$ cat src/rtl/icb_dma_pkg.sv
// Shared definitions for the icb_dma word-copy engine: register map, CSR bits, FSM encodings.
package icb_dma_pkg;

  localparam logic [1:0] DMA_SRC = 2'd0;
  localparam logic [1:0] DMA_DST = 2'd1;
  localparam logic [1:0] DMA_LEN = 2'd2;
  localparam logic [1:0] DMA_CSR = 2'd3;

  localparam int CSR_START = 0;
  localparam int CSR_BUSY  = 0;
  localparam int CSR_DONE  = 1;
  localparam int CSR_ERR   = 2;
  localparam int CSR_IE    = 3;

  localparam logic [2:0] IDLE   = 3'd0;
  localparam logic [2:0] RD_CMD = 3'd1;
  localparam logic [2:0] RD_RSP = 3'd2;
  localparam logic [2:0] WR_CMD = 3'd3;
  localparam logic [2:0] WR_RSP = 3'd4;

  function automatic logic [31:0] csr_word(input logic busy, input logic done,
                                           input logic err, input logic ie);
    logic [31:0] w;
    w = '0;
    w[CSR_BUSY] = busy;
    w[CSR_DONE] = done;
    w[CSR_ERR]  = err;
    w[CSR_IE]   = ie;
    return w;
  endfunction

endpackage

$ cat src/rtl/icb_dma_if.sv
// ICB command/response bundle; master = initiator side, slave = responder side.
interface icb_dma_if #(parameter int ADDR_W = 32);
  logic              cmd_valid;
  logic              cmd_ready;
  logic [ADDR_W-1:0] cmd_addr;
  logic              cmd_read;
  logic [31:0]       cmd_wdata;
  logic [3:0]        cmd_wmask;
  logic              rsp_valid;
  logic              rsp_ready;
  logic              rsp_err;
  logic [31:0]       rsp_rdata;

  modport master (
    output cmd_valid, cmd_addr, cmd_read, cmd_wdata, cmd_wmask, rsp_ready,
    input  cmd_ready, rsp_valid, rsp_err, rsp_rdata
  );

  modport slave (
    input  cmd_valid, cmd_addr, cmd_read, cmd_wdata, cmd_wmask, rsp_ready,
    output cmd_ready, rsp_valid, rsp_err, rsp_rdata
  );
endinterface

$ cat src/rtl/icb_dma_cfg.sv
// Config-port ICB responder and register file (SRC/DST/LEN/CSR); one-cycle registered response.
// ICB_DMA_IRQ_EN adds the CSR ie bit.
module icb_dma_cfg
  import icb_dma_pkg::*;
#(
  parameter int LEN_W  = 16,
  parameter int ADDR_W = 32
) (
  input  logic              clk,
  input  logic              rst,
  icb_dma_if.slave          cfg,
  input  logic              busy,
  input  logic              done_set,
  input  logic              err_set,
  output logic              start,
  output logic [ADDR_W-1:0] src,
  output logic [ADDR_W-1:0] dst,
  output logic [LEN_W-1:0]  len,
  output logic              done,
  output logic              err,
  output logic              ie
);

  logic        acc;
  logic        wr_ok;
  logic        csr_wr;
  logic [1:0]  idx;
  logic [31:0] rd_mux;
  logic        rsp_valid;
  logic [31:0] rsp_rdata;
  logic        unused_addr;

  assign idx           = cfg.cmd_addr[3:2];
  assign cfg.cmd_ready = !(rsp_valid && !cfg.rsp_ready);
  assign acc           = cfg.cmd_valid && cfg.cmd_ready;
  assign wr_ok         = acc && !cfg.cmd_read && (cfg.cmd_wmask == 4'hF);
  assign csr_wr        = wr_ok && (idx == DMA_CSR);
  assign start         = csr_wr && cfg.cmd_wdata[CSR_START] && !busy;
  assign cfg.rsp_valid = rsp_valid;
  assign cfg.rsp_rdata = rsp_rdata;
  assign cfg.rsp_err   = 1'b0;
  assign unused_addr   = ^{cfg.cmd_addr[ADDR_W-1:4], cfg.cmd_addr[1:0]};

  always_comb begin
    rd_mux = '0;
    case (idx)
      DMA_SRC: rd_mux = 32'(src);
      DMA_DST: rd_mux = 32'(dst);
      DMA_LEN: rd_mux = 32'(len);
      default: rd_mux = csr_word(busy, done, err, ie);
    endcase
  end

  always_ff @(posedge clk) begin
    if (rst) begin
      rsp_valid <= 1'b0;
      rsp_rdata <= '0;
      src       <= '0;
      dst       <= '0;
      len       <= '0;
      done      <= 1'b0;
      err       <= 1'b0;
    end else begin
      if (acc) begin
        rsp_valid <= 1'b1;
        rsp_rdata <= cfg.cmd_read ? rd_mux : 32'h0;
      end else if (cfg.rsp_ready) begin
        rsp_valid <= 1'b0;
      end
      if (wr_ok && !busy) begin
        case (idx)
          DMA_SRC: src <= ADDR_W'(cfg.cmd_wdata) & ~ADDR_W'(3);
          DMA_DST: dst <= ADDR_W'(cfg.cmd_wdata) & ~ADDR_W'(3);
          DMA_LEN: len <= cfg.cmd_wdata[LEN_W-1:0];
          default: ;
        endcase
      end
      // A zero-length start completes immediately without touching the bus.
      if (done_set || (start && len == '0))
        done <= 1'b1;
      else if (start || (csr_wr && cfg.cmd_wdata[CSR_DONE]))
        done <= 1'b0;
      if (err_set)
        err <= 1'b1;
      else if (start || (csr_wr && cfg.cmd_wdata[CSR_ERR]))
        err <= 1'b0;
    end
  end

`ifdef ICB_DMA_IRQ_EN
  always_ff @(posedge clk) begin
    if (rst)
      ie <= 1'b0;
    else if (csr_wr)
      ie <= cfg.cmd_wdata[CSR_IE];
  end
`else
  assign ie = 1'b0;
`endif

endmodule

$ cat src/rtl/icb_dma.sv
// Single-channel ICB word-copy DMA: alternating single-beat read/write, one beat outstanding.
// ICB_DMA_IRQ_EN adds dma_irq_o (registered done & ie).
module icb_dma
  import icb_dma_pkg::*;
#(
  parameter int LEN_W  = 16,
  parameter int ADDR_W = 32
) (
  input  logic      clk,
  input  logic      rst,
  icb_dma_if.slave  cfg,
  icb_dma_if.master dma
`ifdef ICB_DMA_IRQ_EN
  , output logic    dma_irq_o
`endif
);

  logic [2:0]        state;
  logic [ADDR_W-1:0] cur_src, cur_dst, cmd_addr, src, dst;
  logic [LEN_W-1:0]  remaining, len;
  logic              cmd_valid, cmd_read;
  logic [31:0]       data_buf;
  logic              start, busy, done_set, err_set, done, err, ie;

  assign busy = (state != IDLE);

  icb_dma_cfg #(.LEN_W(LEN_W), .ADDR_W(ADDR_W)) u_cfg (
    .clk      (clk),
    .rst      (rst),
    .cfg      (cfg),
    .busy     (busy),
    .done_set (done_set),
    .err_set  (err_set),
    .start    (start),
    .src      (src),
    .dst      (dst),
    .len      (len),
    .done     (done),
    .err      (err),
    .ie       (ie)
  );

  assign dma.cmd_valid = cmd_valid;
  assign dma.cmd_addr  = cmd_addr;
  assign dma.cmd_read  = cmd_read;
  assign dma.cmd_wdata = data_buf;
  assign dma.cmd_wmask = cmd_read ? 4'h0 : 4'hF;
  assign dma.rsp_ready = 1'b1;

  always_comb begin
    done_set = 1'b0;
    err_set  = 1'b0;
    if (dma.rsp_valid && (state == RD_RSP || state == WR_RSP)) begin
      if (dma.rsp_err) begin
        done_set = 1'b1;
        err_set  = 1'b1;
      end else if (state == WR_RSP && remaining == LEN_W'(1)) begin
        done_set = 1'b1;
      end
    end
  end

  always_ff @(posedge clk) begin
    if (rst) begin
      state     <= IDLE;
      cmd_valid <= 1'b0;
      cmd_read  <= 1'b0;
      cmd_addr  <= '0;
      cur_src   <= '0;
      cur_dst   <= '0;
      remaining <= '0;
      data_buf  <= '0;
    end else begin
      case (state)
        IDLE: if (start && len != '0) begin
          cur_src   <= src;
          cur_dst   <= dst;
          remaining <= len;
          cmd_addr  <= src;
          cmd_read  <= 1'b1;
          cmd_valid <= 1'b1;
          state     <= RD_CMD;
        end
        RD_CMD: if (dma.cmd_ready) begin
          cmd_valid <= 1'b0;
          state     <= RD_RSP;
        end
        RD_RSP: if (dma.rsp_valid) begin
          if (dma.rsp_err) begin
            state <= IDLE;
          end else begin
            data_buf  <= dma.rsp_rdata;
            cmd_addr  <= cur_dst;
            cmd_read  <= 1'b0;
            cmd_valid <= 1'b1;
            state     <= WR_CMD;
          end
        end
        WR_CMD: if (dma.cmd_ready) begin
          cmd_valid <= 1'b0;
          state     <= WR_RSP;
        end
        WR_RSP: if (dma.rsp_valid) begin
          if (dma.rsp_err) begin
            state <= IDLE;
          end else begin
            cur_src   <= cur_src + ADDR_W'(4);
            cur_dst   <= cur_dst + ADDR_W'(4);
            remaining <= remaining - LEN_W'(1);
            if (remaining == LEN_W'(1)) begin
              state <= IDLE;
            end else begin
              cmd_addr  <= cur_src + ADDR_W'(4);
              cmd_read  <= 1'b1;
              cmd_valid <= 1'b1;
              state     <= RD_CMD;
            end
          end
        end
        default: state <= IDLE;
      endcase
    end
  end

`ifdef ICB_DMA_IRQ_EN
  always_ff @(posedge clk) begin
    if (rst)
      dma_irq_o <= 1'b0;
    else
      dma_irq_o <= done & ie;
  end
`else
  logic unused_irq;
  assign unused_irq = done ^ ie;
`endif

  logic unused_err;
  assign unused_err = err;

endmodule

$ cat src/flat_wrapper.sv
// flat-port wrapper written by rule: the top's interface ports become plain ports
module icb_dma_flat import icb_dma_pkg::*;
#(
  parameter int LEN_W  = 16,
  parameter int ADDR_W = 32
)
  (clk, rst, cfg_cmd_valid, cfg_cmd_addr, cfg_cmd_read, cfg_cmd_wdata, cfg_cmd_wmask, cfg_rsp_ready, cfg_cmd_ready, cfg_rsp_valid, cfg_rsp_err, cfg_rsp_rdata, dma_cmd_valid, dma_cmd_addr, dma_cmd_read, dma_cmd_wdata, dma_cmd_wmask, dma_rsp_ready, dma_cmd_ready, dma_rsp_valid, dma_rsp_err, dma_rsp_rdata);
  icb_dma_if #(.ADDR_W(ADDR_W)) cfg_i ();
  icb_dma_if #(.ADDR_W(ADDR_W)) dma_i ();
  input  logic clk;
  input  logic rst;
  input wire logic [$bits(cfg_i.cmd_valid)-1:0] cfg_cmd_valid;
  input wire logic [$bits(cfg_i.cmd_addr)-1:0] cfg_cmd_addr;
  input wire logic [$bits(cfg_i.cmd_read)-1:0] cfg_cmd_read;
  input wire logic [$bits(cfg_i.cmd_wdata)-1:0] cfg_cmd_wdata;
  input wire logic [$bits(cfg_i.cmd_wmask)-1:0] cfg_cmd_wmask;
  input wire logic [$bits(cfg_i.rsp_ready)-1:0] cfg_rsp_ready;
  output wire logic [$bits(cfg_i.cmd_ready)-1:0] cfg_cmd_ready;
  output wire logic [$bits(cfg_i.rsp_valid)-1:0] cfg_rsp_valid;
  output wire logic [$bits(cfg_i.rsp_err)-1:0] cfg_rsp_err;
  output wire logic [$bits(cfg_i.rsp_rdata)-1:0] cfg_rsp_rdata;
  output wire logic [$bits(dma_i.cmd_valid)-1:0] dma_cmd_valid;
  output wire logic [$bits(dma_i.cmd_addr)-1:0] dma_cmd_addr;
  output wire logic [$bits(dma_i.cmd_read)-1:0] dma_cmd_read;
  output wire logic [$bits(dma_i.cmd_wdata)-1:0] dma_cmd_wdata;
  output wire logic [$bits(dma_i.cmd_wmask)-1:0] dma_cmd_wmask;
  output wire logic [$bits(dma_i.rsp_ready)-1:0] dma_rsp_ready;
  input wire logic [$bits(dma_i.cmd_ready)-1:0] dma_cmd_ready;
  input wire logic [$bits(dma_i.rsp_valid)-1:0] dma_rsp_valid;
  input wire logic [$bits(dma_i.rsp_err)-1:0] dma_rsp_err;
  input wire logic [$bits(dma_i.rsp_rdata)-1:0] dma_rsp_rdata;
  assign cfg_i.cmd_valid = cfg_cmd_valid;
  assign cfg_i.cmd_addr = cfg_cmd_addr;
  assign cfg_i.cmd_read = cfg_cmd_read;
  assign cfg_i.cmd_wdata = cfg_cmd_wdata;
  assign cfg_i.cmd_wmask = cfg_cmd_wmask;
  assign cfg_i.rsp_ready = cfg_rsp_ready;
  assign cfg_cmd_ready = cfg_i.cmd_ready;
  assign cfg_rsp_valid = cfg_i.rsp_valid;
  assign cfg_rsp_err = cfg_i.rsp_err;
  assign cfg_rsp_rdata = cfg_i.rsp_rdata;
  assign dma_cmd_valid = dma_i.cmd_valid;
  assign dma_cmd_addr = dma_i.cmd_addr;
  assign dma_cmd_read = dma_i.cmd_read;
  assign dma_cmd_wdata = dma_i.cmd_wdata;
  assign dma_cmd_wmask = dma_i.cmd_wmask;
  assign dma_rsp_ready = dma_i.rsp_ready;
  assign dma_i.cmd_ready = dma_cmd_ready;
  assign dma_i.rsp_valid = dma_rsp_valid;
  assign dma_i.rsp_err = dma_rsp_err;
  assign dma_i.rsp_rdata = dma_rsp_rdata;
  icb_dma #(.LEN_W(LEN_W), .ADDR_W(ADDR_W)) u_core (.clk(clk), .rst(rst), .cfg(cfg_i), .dma(dma_i));
endmodule
$ cat config.mk
export PLATFORM = sky130hd
export DESIGN_NAME = icb_dma_flat
export DESIGN_NICKNAME = d
export VERILOG_FILES = /design/src/rtl/icb_dma_pkg.sv /design/src/rtl/icb_dma_if.sv /design/src/rtl/icb_dma_cfg.sv /design/src/rtl/icb_dma.sv /design/src/flat_wrapper.sv
export SDC_FILE = /design/constraint.sdc
export NUM_CORES = 1
export LEC_CHECK = 0
export CORE_ASPECT_RATIO = 0.6
export CORE_MARGIN = 10
export CORE_UTILIZATION = 50
export CTS_BUF_LIST = sky130_fd_sc_hd__clkbuf_8
export DETAILED_ROUTE_END_ITERATION = 12
export HOLD_SLACK_MARGIN = 0.05
export PLACE_DENSITY = 0.79
export SLEW_MARGIN = 20
export SYNTH_ARGS = -nofsm -noshare
export SYNTH_HDL_FRONTEND = slang
export SYNTH_HIERARCHICAL = 1
export SYNTH_SLANG_ARGS = --single-unit
$ cat constraint.sdc
create_clock -name clk -period 2.5 [get_ports clk]
set_input_delay 0.5 -clock clk [delete_from_list [all_inputs] [get_ports clk]]
set_output_delay 0.5 -clock clk [all_outputs]
set_load 0.01 [all_outputs]
==> metrics <==
Initial Util=51.2%; final WL=45,600 um; first-pass GRT wire length=71,100 um; critical path endpoint category=register; final setup violation count=0; Slew headroom=44.6%; Hold Path Depth=2; gr ovfl total=0; Setup Fix Bufs, Post-CTS=0; DRC violations left=0; GRT Total Usage=25.8%; worst path cell trace=ha_1 -> nand3_1 -> nor4_1 -> buf_4 -> a21boi_0 -> o311ai_0 -> a21oi_1; Area Growth Syn to Fin=26.8%; post-layout min period=2.40 ns; Reg2Reg Capture Point=u_core/cur_src[22]$_SDFFE_PP0P_; Pleak=5.58 nW; RePlAce Congestion=0.963; largest net degree at the start of global routing=68; WL met1=19,400 um; # rows=45; Die Area=0.0332 mm^2; HP Start=rst; Slew Limit Fails=0; Root Driver=clkbuf_8; WS Path Type=reg2reg; WL/cell=20.6 um; Avg Cell Area, Syn=7.95 um^2; CP max FO=11; Max Buffers Root-to-Sink=3; die width=229 um; share of cells above drive strength 1=12.1%; met2 wire len=20,500 um; skew final=0.0296 ns; IO Port Bufs=181; nets=1,938; diode count=0; Die Y=145 um; Worst Hold End=u_core/u_cfg/src[12]$_SDFFE_PP0P_; crit start category=register; Worst Tran Pin Value=0.828 ns; CTS Hold Bufs=0; Ports=214; r2r worst-path depth=7; Finished Core Util=64.9%; Routed Antenna Nets=0; worst reg-to-reg setup slack=0.10 ns; Syn. warnings=6; DP Wirelength=32,500 um; number of global-route vias before repair=12,700; period utilization=95.8%; f_max=417 MHz; initial DRC count=1,845; Hold Path Class=in2reg; r2r startpoint=u_core/cur_src[2]$_SDFFE_PP0P_; detailed-route via count=13,700; placed cell count=2,136; CTS Buf Count=40; Setup crit start=u_core/cur_src[2]$_SDFFE_PP0P_; final hold viol count=0; met3 wire length=4560 um; CTS sink cnt=260; drt pass-1 iters=6; PwrDens=500 mW/mm^2; Worst Path Required=2.92 ns; Reg clk slew, reported paths=0.07 ns; RSZ-0062 raised after global routing=no; Max Cap Viol=0; maximum vdd drop=0.000361 V; Vias/cell=6.21; Clk Latency, worst-skew pair=0.57 ns; Syn Inst Count=1,641; initial antenna violation count=0; highest routed layer=met4; CORE AREA=0.0255 mm^2; Non-Filler Instances=2,207; CP arrival=2.82 ns; outcome=finished, final reports clean; Slowest-stage cell, CP=dfxtp_1; CTS HTree Levels=2; Slowest Stage Delay on Critical Path=0.44 ns; CTS tree=built; cell area after synthesis=0.0131 mm^2
-- report_power, final --
group | switching, mW | leakage (nW) | internal [mW]
Sequential | 0.00345 | 2.09 | 4.14
Clock | 1.76 | 0.471 | 2.01
Combinational | 0.192 | 3.02 | 0.160
Total | 1.96 | 5.58 | 6.31
-- registers in the layout, indices dropped and copies added, names as in the netlist --
register and cells:
u_core/cur_dst 32, u_core/cur_src 32, u_core/dma.cmd_addr 32, u_core/dma.cmd_wdata 32, u_core/u_cfg/cfg.rsp_rdata 32, u_core/u_cfg/dst 30
u_core/u_cfg/src 30, u_core/remaining 16, u_core/u_cfg/len 16, u_core/state 3, u_core/dma.cmd_read 1, u_core/dma.cmd_valid 1
u_core/u_cfg/cfg.rsp_valid 1, u_core/u_cfg/done 1, u_core/u_cfg/err 1
-- per-layer routing --
layer / track usage, % / vias to the layer above
met5: 0 / -
met4: 7.80 / 0
met3: 6.12 / 106
met2: 39.9 / 747
met1: 35.0 / 6536
li1: - / 6308
-- timing repair --
action                     4_1_cts  5_1_grt
gates resized for setup          1        7
setup endpoints to repair        2       15
gates cloned                     0        0
-- how the worst max path moves through the flow --
stage	endpoint	slack (ns)	cells after the start
6_report	u_core/cur_src[22]$_SDFFE_PP0P_	0.10	7
3_5_place_dp	u_core/dma.cmd_addr[28]$_SDFFE_PP0P_	-0.42	11
5_1_grt	u_core/dma.cmd_addr[30]$_SDFFE_PP0P_	0.02	7
2_1_floorplan	u_core/dma.cmd_addr[19]$_SDFFE_PP0P_	0.08	11
4_1_cts	u_core/dma.cmd_addr[8]$_SDFFE_PP0P_	0.11	11
3_3_place_gp	u_core/dma.cmd_addr[28]$_SDFFE_PP0P_	-0.38	11
-- worst max-delay path: cells and delay by family (launching register included) --
kind / cells / cell delay, ns
flip-flops: 1 / 0.44
AND/OR/NAND/NOR: 2 / 0.68
AO/OA/AOI/OAI: 3 / 0.59
adder cells (fa/ha/maj): 1 / 0.30
buffers and inverters: 1 / 0.26
-- area by class of cell --
cell class                 instances  area [um^2]
fill                            2100         8960
multi-input combinational       1210         7190
sequential                       260         5200
timing repair buffer             288         2780
clock buffer                      53          729
tap                              352          440
clock inverter                    18          110
inverter                          26         97.6
-- metrics by stage --
stage,TNS [ns],worst slack [ns],power (mW),area (um^2),hold slack (ns)
floorplan,0,0.0790,4.39,13100,0.443
global placement,-21.30,-0.385,4.58,15700,0.441
detailed placement,-24.92,-0.417,4.58,15700,0.446
CTS,0,0.108,8.32,16500,0.222
global route,0,0.0192,8.51,16500,0.236
finish,0,0.104,8.27,16500,0.248
-- cell usage in the layout (no fill, tap or decap), types with 10 or more instances in the layout --
| cell type | count |
|---|---|
| inv_1 | 33 |
| nor4_1 | 23 |
| nand2_1 | 247 |
| o31ai_1 | 12 |
| a211oi_1 | 20 |
| o31a_1 | 14 |
| and4_1 | 10 |
| clkbuf_8 | 53 |
| nor3_1 | 22 |
| mux2_2 | 16 |
| or3_1 | 10 |
| mux2i_1 | 69 |
| and2_1 | 16 |
| a21oi_1 | 189 |
| a31oi_1 | 16 |
| a21o_1 | 12 |
| o2bb2ai_1 | 13 |
| a22oi_1 | 44 |
| dfxtp_1 | 260 |
| o21ai_0 | 73 |
| a311oi_1 | 25 |
| buf_12 | 13 |
| nor2_1 | 146 |
| nand4_1 | 28 |
| o21a_1 | 10 |
| clkdlybuf4s50_1 | 179 |
| nand3_1 | 32 |
| buf_4 | 92 |
Power figures use the tool's default switching activity.
